File: config.mk
export PLATFORM = sky130hd
export DESIGN_NAME = regs_wb_arbiter
export DESIGN_NICKNAME = d
export VERILOG_FILES = /design/src/rtl/regs_pkg.sv /design/src/rtl/regs_scoreboard.sv /design/src/rtl/regs_wb_arbiter.sv
export SDC_FILE = /design/constraint.sdc
export NUM_CORES = 1
export LEC_CHECK = 0
export CAP_MARGIN = 5
export CELL_PAD_IN_SITES_DETAIL_PLACEMENT = 1
export CELL_PAD_IN_SITES_GLOBAL_PLACEMENT = 2
export CORE_ASPECT_RATIO = 1.25
export CORE_MARGIN = 1
export CORE_UTILIZATION = 22
export CTS_CLUSTER_DIAMETER = 200
export DETAILED_ROUTE_END_ITERATION = 8
export HOLD_SLACK_MARGIN = 0.15
export PLACE_DENSITY_LB_ADDON = 0.2
export SLEW_MARGIN = 20
export SYNTH_ARGS = -nofsm -noshare
export SYNTH_HDL_FRONTEND = slang
export SYNTH_HIERARCHICAL = 1
export SYNTH_SLANG_ARGS = --single-unit
File: constraint.sdc
create_clock -name clk -period 3.1 [get_ports clk]
set_clock_uncertainty 0.15 [all_clocks]
set_input_delay 0.62 -clock clk [delete_from_list [all_inputs] [get_ports clk]]
set_output_delay 0.62 -clock clk [all_outputs]
set_load 0.01 [all_outputs]
File: src/rtl/regs_pkg.sv
// ============================================================================
//  Package : regs_pkg
//  Purpose : Register-file constants and writeback-source encoding shared by
//            the regfile, decode and the writeback arbiter.
//  Contents: XLEN, NREG, REG_ADDR_W, REG_ZERO, wb_src_e, is_reg_write()
//  Rev     : 1.0  initial release
// ============================================================================
`default_nettype none

package regs_pkg;

  localparam int XLEN       = 32;
  localparam int NREG       = 32;
  localparam int REG_ADDR_W = 5;
  localparam logic [REG_ADDR_W-1:0] REG_ZERO = 5'd0;

  // Which source owns the register-file write port in a given cycle.
  typedef enum logic [1:0] {
    GNT_NONE = 2'd0,
    GNT_EX   = 2'd1,
    GNT_LSU  = 2'd2
  } wb_src_e;

  // x0 is hardwired to zero: a handshake to it never produces a write.
  function automatic logic is_reg_write(input logic [REG_ADDR_W-1:0] rd);
    return rd != REG_ZERO;
  endfunction

endpackage

`default_nettype wire

File: src/rtl/regs_scoreboard.sv
// ============================================================================
//  Module  : regs_scoreboard
//  Purpose : One pending bit per architectural register, marking registers
//            whose value is still owed by an outstanding load.
//  Ports   : clk, rst          - clock / synchronous active-high reset
//            set_en_i,set_rd_i - mark a register pending (load issued)
//            clr_en_i,clr_rd_i - release a register (load returned)
//            lk{a,b,c}_rd_i/_o - three combinational lookups of the
//                                registered pending state
//  Rev     : 1.0  initial release
// ============================================================================
`default_nettype none

module regs_scoreboard
  import regs_pkg::*;
#(
  parameter int NREG = regs_pkg::NREG,
  parameter int AW   = $clog2(NREG)
) (
  input  logic          clk,
  input  logic          rst,
  input  logic          set_en_i,
  input  logic [AW-1:0] set_rd_i,
  input  logic          clr_en_i,
  input  logic [AW-1:0] clr_rd_i,
  input  logic [AW-1:0] lka_rd_i,
  input  logic [AW-1:0] lkb_rd_i,
  input  logic [AW-1:0] lkc_rd_i,
  output logic          lka_o,
  output logic          lkb_o,
  output logic          lkc_o
);

  logic [NREG-1:0] pending_q;
  logic [NREG-1:0] pending_d;

  // Clear is applied before set so that a load issued in the same cycle as
  // an older load to the same register returns keeps ownership of it.
  always_comb begin
    pending_d = pending_q;
    if (clr_en_i) pending_d[clr_rd_i] = 1'b0;
    if (set_en_i) pending_d[set_rd_i] = 1'b1;
    pending_d[0] = 1'b0;
  end

  always_ff @(posedge clk) begin
    if (rst) pending_q <= '0;
    else     pending_q <= pending_d;
  end

  // Lookups see only registered state: no bypass from this cycle's return.
  assign lka_o = pending_q[lka_rd_i];
  assign lkb_o = pending_q[lkb_rd_i];
  assign lkc_o = pending_q[lkc_rd_i];

endmodule

`default_nettype wire

File: src/rtl/regs_wb_arbiter.sv
// ============================================================================
//  Module  : regs_wb_arbiter
//  Purpose : Shares the register file's single write port between execute
//            results (EX) and load returns (LSU), tracks in-flight load
//            destinations and stalls issue on RAW/WAW hazards against them.
//  Ports   : clk, rst                         clock / sync active-high reset
//            ex_valid/ex_ready/ex_rd/ex_data  EX writeback handshake
//            lsu_valid/lsu_ready/lsu_rd/lsu_data  load-return handshake
//            iss_valid/iss_load/iss_rs1/iss_rs2/iss_rd  issue lookup
//            iss_stall                        hold issue
//            wr_en/wr_addr/wr_data            register-file write port
//  Config  : WB_STARVE_GUARD_EN - when defined, EX is forced through after
//            MAX_WAIT consecutive lost cycles; otherwise LSU has strict
//            priority and EX may starve.
//  Rev     : 1.0  initial release
// ============================================================================
`default_nettype none

module regs_wb_arbiter
  import regs_pkg::*;
#(
  parameter int XLEN = regs_pkg::XLEN,
  parameter int NREG = regs_pkg::NREG
`ifdef WB_STARVE_GUARD_EN
  ,
  parameter int MAX_WAIT = 4
`endif
) (
  input  logic                    clk,
  input  logic                    rst,
  input  logic                    ex_valid,
  output logic                    ex_ready,
  input  logic [$clog2(NREG)-1:0] ex_rd,
  input  logic [XLEN-1:0]         ex_data,
  input  logic                    lsu_valid,
  output logic                    lsu_ready,
  input  logic [$clog2(NREG)-1:0] lsu_rd,
  input  logic [XLEN-1:0]         lsu_data,
  input  logic                    iss_valid,
  input  logic                    iss_load,
  input  logic [$clog2(NREG)-1:0] iss_rs1,
  input  logic [$clog2(NREG)-1:0] iss_rs2,
  input  logic [$clog2(NREG)-1:0] iss_rd,
  output logic                    iss_stall,
  output logic                    wr_en,
  output logic [$clog2(NREG)-1:0] wr_addr,
  output logic [XLEN-1:0]         wr_data
);

  localparam int AW = $clog2(NREG);

  wb_src_e w_gnt;
  logic    w_force_ex;
  logic    w_pend_rs1;
  logic    w_pend_rs2;
  logic    w_pend_rd;
  logic    w_set_en;

  // --------------------------------------------------------------------------
  // Optional starvation guard: counts consecutive cycles EX is kept waiting.
  // --------------------------------------------------------------------------
`ifdef WB_STARVE_GUARD_EN
  localparam int WCW = $clog2(MAX_WAIT + 1);
  localparam logic [WCW-1:0] WAIT_LIMIT = WCW'(MAX_WAIT);

  logic [WCW-1:0] wait_cnt_q;
  logic [WCW-1:0] wait_cnt_d;

  // The count can never pass WAIT_LIMIT: reaching it forces a grant, which
  // clears it on the following edge.
  assign w_force_ex = ex_valid & (wait_cnt_q == WAIT_LIMIT);

  always_comb begin
    wait_cnt_d = '0;
    if (ex_valid && (w_gnt != GNT_EX)) wait_cnt_d = wait_cnt_q + 1'b1;
  end

  always_ff @(posedge clk) begin
    if (rst) wait_cnt_q <= '0;
    else     wait_cnt_q <= wait_cnt_d;
  end
`else
  assign w_force_ex = 1'b0;
`endif

  // --------------------------------------------------------------------------
  // Grant: LSU first unless EX is being forced through; nothing during reset.
  // --------------------------------------------------------------------------
  always_comb begin
    w_gnt = GNT_NONE;
    if (rst)             w_gnt = GNT_NONE;
    else if (w_force_ex) w_gnt = GNT_EX;
    else if (lsu_valid)  w_gnt = GNT_LSU;
    else if (ex_valid)   w_gnt = GNT_EX;
  end

  assign ex_ready  = (w_gnt == GNT_EX);
  assign lsu_ready = (w_gnt == GNT_LSU);

  // --------------------------------------------------------------------------
  // Write-port mux. Address/data follow the granted source even for x0 so the
  // port reflects the handshake; only the enable is suppressed.
  // --------------------------------------------------------------------------
  always_comb begin
    wr_en   = 1'b0;
    wr_addr = '0;
    wr_data = '0;
    case (w_gnt)
      GNT_EX: begin
        wr_en   = is_reg_write(REG_ADDR_W'(ex_rd));
        wr_addr = ex_rd;
        wr_data = ex_data;
      end
      GNT_LSU: begin
        wr_en   = is_reg_write(REG_ADDR_W'(lsu_rd));
        wr_addr = lsu_rd;
        wr_data = lsu_data;
      end
      default: ;
    endcase
  end

  // --------------------------------------------------------------------------
  // Load scoreboard and issue hazard check.
  // --------------------------------------------------------------------------
  assign iss_stall = rst | (iss_valid & (w_pend_rs1 | w_pend_rs2 | w_pend_rd));
  assign w_set_en  = iss_valid & ~iss_stall & iss_load & (iss_rd != '0);

  regs_scoreboard #(
    .NREG (NREG),
    .AW   (AW)
  ) u_scoreboard (
    .clk      (clk),
    .rst      (rst),
    .set_en_i (w_set_en),
    .set_rd_i (iss_rd),
    .clr_en_i (lsu_ready),
    .clr_rd_i (lsu_rd),
    .lka_rd_i (iss_rs1),
    .lkb_rd_i (iss_rs2),
    .lkc_rd_i (iss_rd),
    .lka_o    (w_pend_rs1),
    .lkb_o    (w_pend_rs2),
    .lkc_o    (w_pend_rd)
  );

endmodule

`default_nettype wire

# == Word-level counts from Yosys, hierarchy flattened ==
# Index checks and enable logic that the tools add are counted.
# word_totals
wordCells,44
register_bits,32
input_bits,95
# op_classes
n_eq_ne,2
bitwise_logic,11
magnitude_cmp,6
muxes,18
n_reduce_logical,5
# ops
cell,n
two-way mux 32 bit,2
case mux 32 bit (2 select lines),1
bitwise AND 32 bit,1
inverter 32 bit,1
bitwise OR 32 bit,1
< comparator 5 x 6 -> 1 bit (second input constant),4
binary-select mux 1 bit (select 5 bit),3
nonzero test 5 bit,3
demux 1 bit (select 5 bit),2
>= comparator 5 x 1 -> 1 bit (second input constant),2
case mux 5 bit (2 select lines),1
two-way mux 1 bit,6
bitwise AND 1 bit,4
two-way mux 2 bit,2
bitwise OR 1 bit,3
equality test 2 x 1 -> 1 bit (second input constant),1
equality test 2 bit (second input constant),1
logical AND 1 bit,2
case mux 1 bit (2 select lines),1
inverter 1 bit,1

# == Logic depth before layout (Yosys ltp) ==
# depth
word_depth,11
depth_mapped,12
depth_no_buf,11

# == By module ==
# The synthesis kept the hierarchy.
# by_module_without_submodules
module,cells_each,seq_area_each_um2,area_per_inst_um2,n_inst
regs_scoreboard,265,620.6,2179.6,1
regs_wb_arbiter,103,0.0,605.6,1

# == Worst setup path before layout ==
# OpenSTA, ideal clock, no wires.
# synth_path
kind,input -> register
from,in iss_rs2[1]
to,reg u_scoreboard.pending_q[12]
slack_ns,0.101
path_stages,11
required_time_ns,2.880
arrival_ns,2.778
n_path_buf,1
cell_sequence,buf_6 mux4_2 nand2b_1 o211ai_1 nand4_1 o31ai_1 nand2b_1 nor2_1 nor3b_1 nand2_1 a21oi_1
# synth_between
elab_chain_cells,11
# synth_lines
element,line,text
"start, declared",regs_wb_arbiter.sv:42,"input logic [$clog2(NREG)-1:0] iss_rs2,"
binary-select mux 1 bit (select 5 bit),regs_scoreboard.sv:53,assign lkb_o = pending_q[lkb_rd_i];
two-way mux 1 bit (not written as such),regs_scoreboard.sv:53,
named net w_pend_rs2,regs_wb_arbiter.sv:55,logic w_pend_rs2;
bitwise OR 1 bit (2 in a row),regs_wb_arbiter.sv:126,assign iss_stall = rst | (iss_valid & (w_pend_rs1 | w_pend_rs2 | w_pend_rd));
bitwise AND 1 bit,regs_wb_arbiter.sv:126,
bitwise OR 1 bit,regs_wb_arbiter.sv:126,
named net iss_stall,regs_wb_arbiter.sv:44,"output logic iss_stall,"
inverter 1 bit,regs_wb_arbiter.sv:127,assign w_set_en = iss_valid & ~iss_stall & iss_load & (iss_rd != '0);
bitwise AND 1 bit (3 in a row),regs_wb_arbiter.sv:127,
named net w_set_en,regs_wb_arbiter.sv:57,logic w_set_en;
two-way mux 32 bit,regs_scoreboard.sv:42,if (set_en_i) pending_d[set_rd_i] = 1'b1;
"end signal, assigned",regs_scoreboard.sv:48,else pending_q <= pending_d;
"end, declared",regs_scoreboard.sv:34,logic [NREG-1:0] pending_q;
# The timed path passes the listed nets, and every way through them passes these cells. The select of a mux whose other input is x is not followed.
# A chain may end at the register's enable or synchronous reset.

# == Worst setup path in the final report ==
# layout_path
from,in ex_valid
to,out wr_data[9]
# layout_between
elab_chain_cells,5
word_cells_on_any_way,6
classes_between,2 x eq/ne; 4 x mux
# layout_lines
element,line,text
"start, declared",regs_wb_arbiter.sv:31,"input logic ex_valid,"
two-way mux 1 bit (*),regs_wb_arbiter.sv:94,else if (ex_valid) w_gnt = GNT_EX;
two-way mux 2 bit (*),regs_wb_arbiter.sv:93,else if (lsu_valid) w_gnt = GNT_LSU;
two-way mux 2 bit (*),regs_wb_arbiter.sv:91,if (rst) w_gnt = GNT_NONE;
equality test 2 bit or equality test 2 x 1 -> 1 bit (tied branches),regs_wb_arbiter.sv:108,case (w_gnt)
case mux 32 bit (2 select lines) (*),regs_wb_arbiter.sv:108,
"end, declared",regs_wb_arbiter.sv:47,output logic [XLEN-1:0] wr_data
# Mark *: on every way between the ends. The rest lies on a longest branch, timed or not.

==> impl_metrics.yaml <==
outcome:
  outcome: "complete, no violations"
die:
  die_width_um: 102.6
  boundaryPins: 136
  core-area_mm2: 0.01222
  core.rowCount: 45
  die_area_mm2: 0.01312
  start_util_pct: 22.80
  die_h_um: 127.8
timing:
  setup_viol: 0
  tightest_slew_ns: 0.5422
  hold_viol: 0
  period_minus_slack_ns: 3.016
  final_max_slew_viol_count: 0
  fmax_ghz: 0.3316
  relSlewSlack_pct: 63.77
  min_period_over_period_pct: 97.29
global_route:
  grt_pass1_wl_mm: 20.77
  grt_max_degree: 34
  grt_overflow: 0
  grt_pass1_vias: 4041
  antenna_found_initial: 0
  grtUsageTotal_pct: 20.76
finish:
  syn_to_final_growth_pct: 76.59
  fin_cells: 707
  stdcell_area_mm2: 0.004918
  largest_reg_flops: 31
  diodes: 0
  seq_area_um2: 620.6
  regMostFlops: "u_scoreboard/pending_q"
  fillers: 1472
  multi_input_area_mm2: 0.002125
  drive_gt1_share_pct: 26.52
  top_regs: "u_scoreboard/pending_q x31"
  finalNetCount: 640
yosys:
  async_reset_ff_share_pct: 0
  synth_common_cells: "nor2_1, a22oi_1, a21oi_1"
  yosys-top-cells-area: "dfxtp_1, a22oi_1, mux2i_1, a21oi_1, nor2_1"
  synth_most_common_cell: "nor2_1"
  ys_ff_latch: 31
  synth_edf_count: 0
  synth_cells: 368
  synth_nets: 465
  netlist.area_leader.share_pct: 22.28
  ys_seq_area_share_pct: 22.28
  yosysUniqueCellTypes: 37
  yosys_warnings: 6
  yosysTopAreaCell: "dfxtp_1"
  synthFlopType: "dfxtp_1"
  synth_area_mm2: 0.002785
  avgSynthCellArea_um2: 7.568
routing:
  routedWlPerCell_um: 18.88
  drc: 0
  drt_wl_total_mm: 13.35
  first_iter_violations: 136
  num_vias: 3647
  drt_pre_antenna_iters: 4
  via_per_inst: 5.158
  ant_nets: 0
worst_setup_path:
  cp_data_required_time_ns: 2.33
  crit_buf_inv: 4
  critical_path_class: "in -> out"
  crit_path_end_kind: "output port"
  rrSetupSlack_ns: 0.31
  cp_slowest_cell: "clkdlybuf4s50_1"
  slowest_delay_ns: 0.48
  path_cells: "clkdlybuf4s50_1 -> nor3b_4 -> ha_2 -> buf_4 -> clkbuf_16 -> a22oi_1 -> nor2_1 -> buf_2"
  arrival_ns: 2.25
  cp-start-kind: "input pin"
  cp_top_family: "buffers and inverters"
  crit_fanout: 11
clocking:
  cts_buffer_depth: 2
  hold_buffers: 0
  cts_tree: "built"
  cts.htree.levels: 2
  path_clk_slew_ns: 0.05
  clock_sinks: 31
  worstSkewPairLatency_ns: 0.28
  cts_buffers: 5
  cts_root_buf: "clkbuf_16"
placement:
  place_inst: 685
  portBuffers: 135
  placed_area_mm2: 0.004576
  dp.final_hpwl_mm: 10.25
  gp_congestion: 0.8541
power:
  p_int_uw: 955.9
  p_sw_share_pct: 27.41
  ir_worst_vdd_v: 0.0001390
  power_density_mw_per_mm2: 267.7
  leakage_uw: 0.001922
  p_comb_share_pct: 32.8
  p_clk_share_pct: 36.6
  p_seq_share_pct: 30.5
  power_switching_uw: 360.9
flow_run:
  drv_cap: 0
hold_path:
  hold_class: "reg -> reg"
[worst min-delay path, cell delays in order, from the launching register on]
cell and delay (ns):
dfxtp_1 0.33, o21ai_0 0.08, a21oi_1 0.06
[per-layer routing]
metal / up-vias / GRT usage, % / routed length (um)
met4: 0 / 7.647 / 301
met1: 1757 / 23.03 / 5082
met5: - / 0 / 0
met2: 154 / 37.92 / 6977
met3: 19 / 4.526 / 987
li1: 1717 / - / -
[power by group through the flow]
stage               combinational, uW  clock [uW]  sequential [uW]
floorplan                         151           0              409
global placement                  403           0              410
detailed placement                407           0              410
CTS                               425         490              402
global route                      464         506              402
finish                            432         482              402
[final cells by class]
class | instances | area share [%]
Multi-Input combinational cell | 306 | 43.20
Timing Repair Buffer | 194 | 36.71
Sequential cell | 31 | 12.62
Tap cell | 164 | 4.172
Clock buffer | 6 | 2.824
Inverter | 5 | 0.3816
Clock inverter | 1 | 0.1018
[cell families (layout without fill, tap and decap cells)]
family	count (synthesis)	count (layout)	synth area share (%)
adders and majority gates	2	2	0.8983
and+or+nand+nor	140	140	24.35
muxes	36	36	17.39
buffers and inverters	31	206	6.918
DFF	31	31	22.28
AOI/OAI and AO/OA	128	128	28.17
[worst paths after layout]
check                                                start                         end  cells past startpoint
worst max register to register  u_scoreboard/pending_q[23]   u_scoreboard/pending_q[9]                     14
worst min register to register  u_scoreboard/pending_q[13]  u_scoreboard/pending_q[13]                      2
worst min-delay path            u_scoreboard/pending_q[13]  u_scoreboard/pending_q[13]                      2
worst max-delay path                              ex_valid                  wr_data[9]                      8
[per-stage QoR]
step / setup TNS, ns / power (uW) / worst slack (ns) / hold WS, ns / util [%]
final: 0 / 1317 / 0.08393 / 0.3735 / 40.26
after global routing: -0.03781 / 1371 / -0.009758 / 0.4131 / 40.26
after CTS: -0.2275 / 1317 / -0.2013 / 0.3621 / 40.23
after detailed placement: -32.21 / 817.2 / -0.6441 / 0.3552 / 37.45
after global placement: -24.48 / 813.1 / -0.5740 / 0.3515 / 37.45
after floorplan: 0 / 560.4 / 0.1011 / 0.3153 / -
[repair_timing]
item,in CTS,in global routing
setup buffers,8,4
gates cloned,2,1
resized for setup,104,86
endpoints found under the setup margin,71,58
pin swaps,7,13
[placed cells by master, fill, tap and decap left out, types with 7 or more instances in the layout]
| master | n |
|---|---|
| clkdlybuf4s15_1 | 9 |
| buf_4 | 44 |
| clkbuf_2 | 27 |
| nand2_1 | 38 |
| nor2_1 | 45 |
| clkdlybuf4s50_1 | 80 |
| buf_12 | 7 |
| mux2i_1 | 19 |
| a22oi_1 | 39 |
| o21ai_0 | 31 |
| mux4_2 | 9 |
| dfxtp_1 | 31 |
| nand3_1 | 13 |
| a21oi_1 | 39 |
Note: power is estimated with default switching activity, not from simulation.
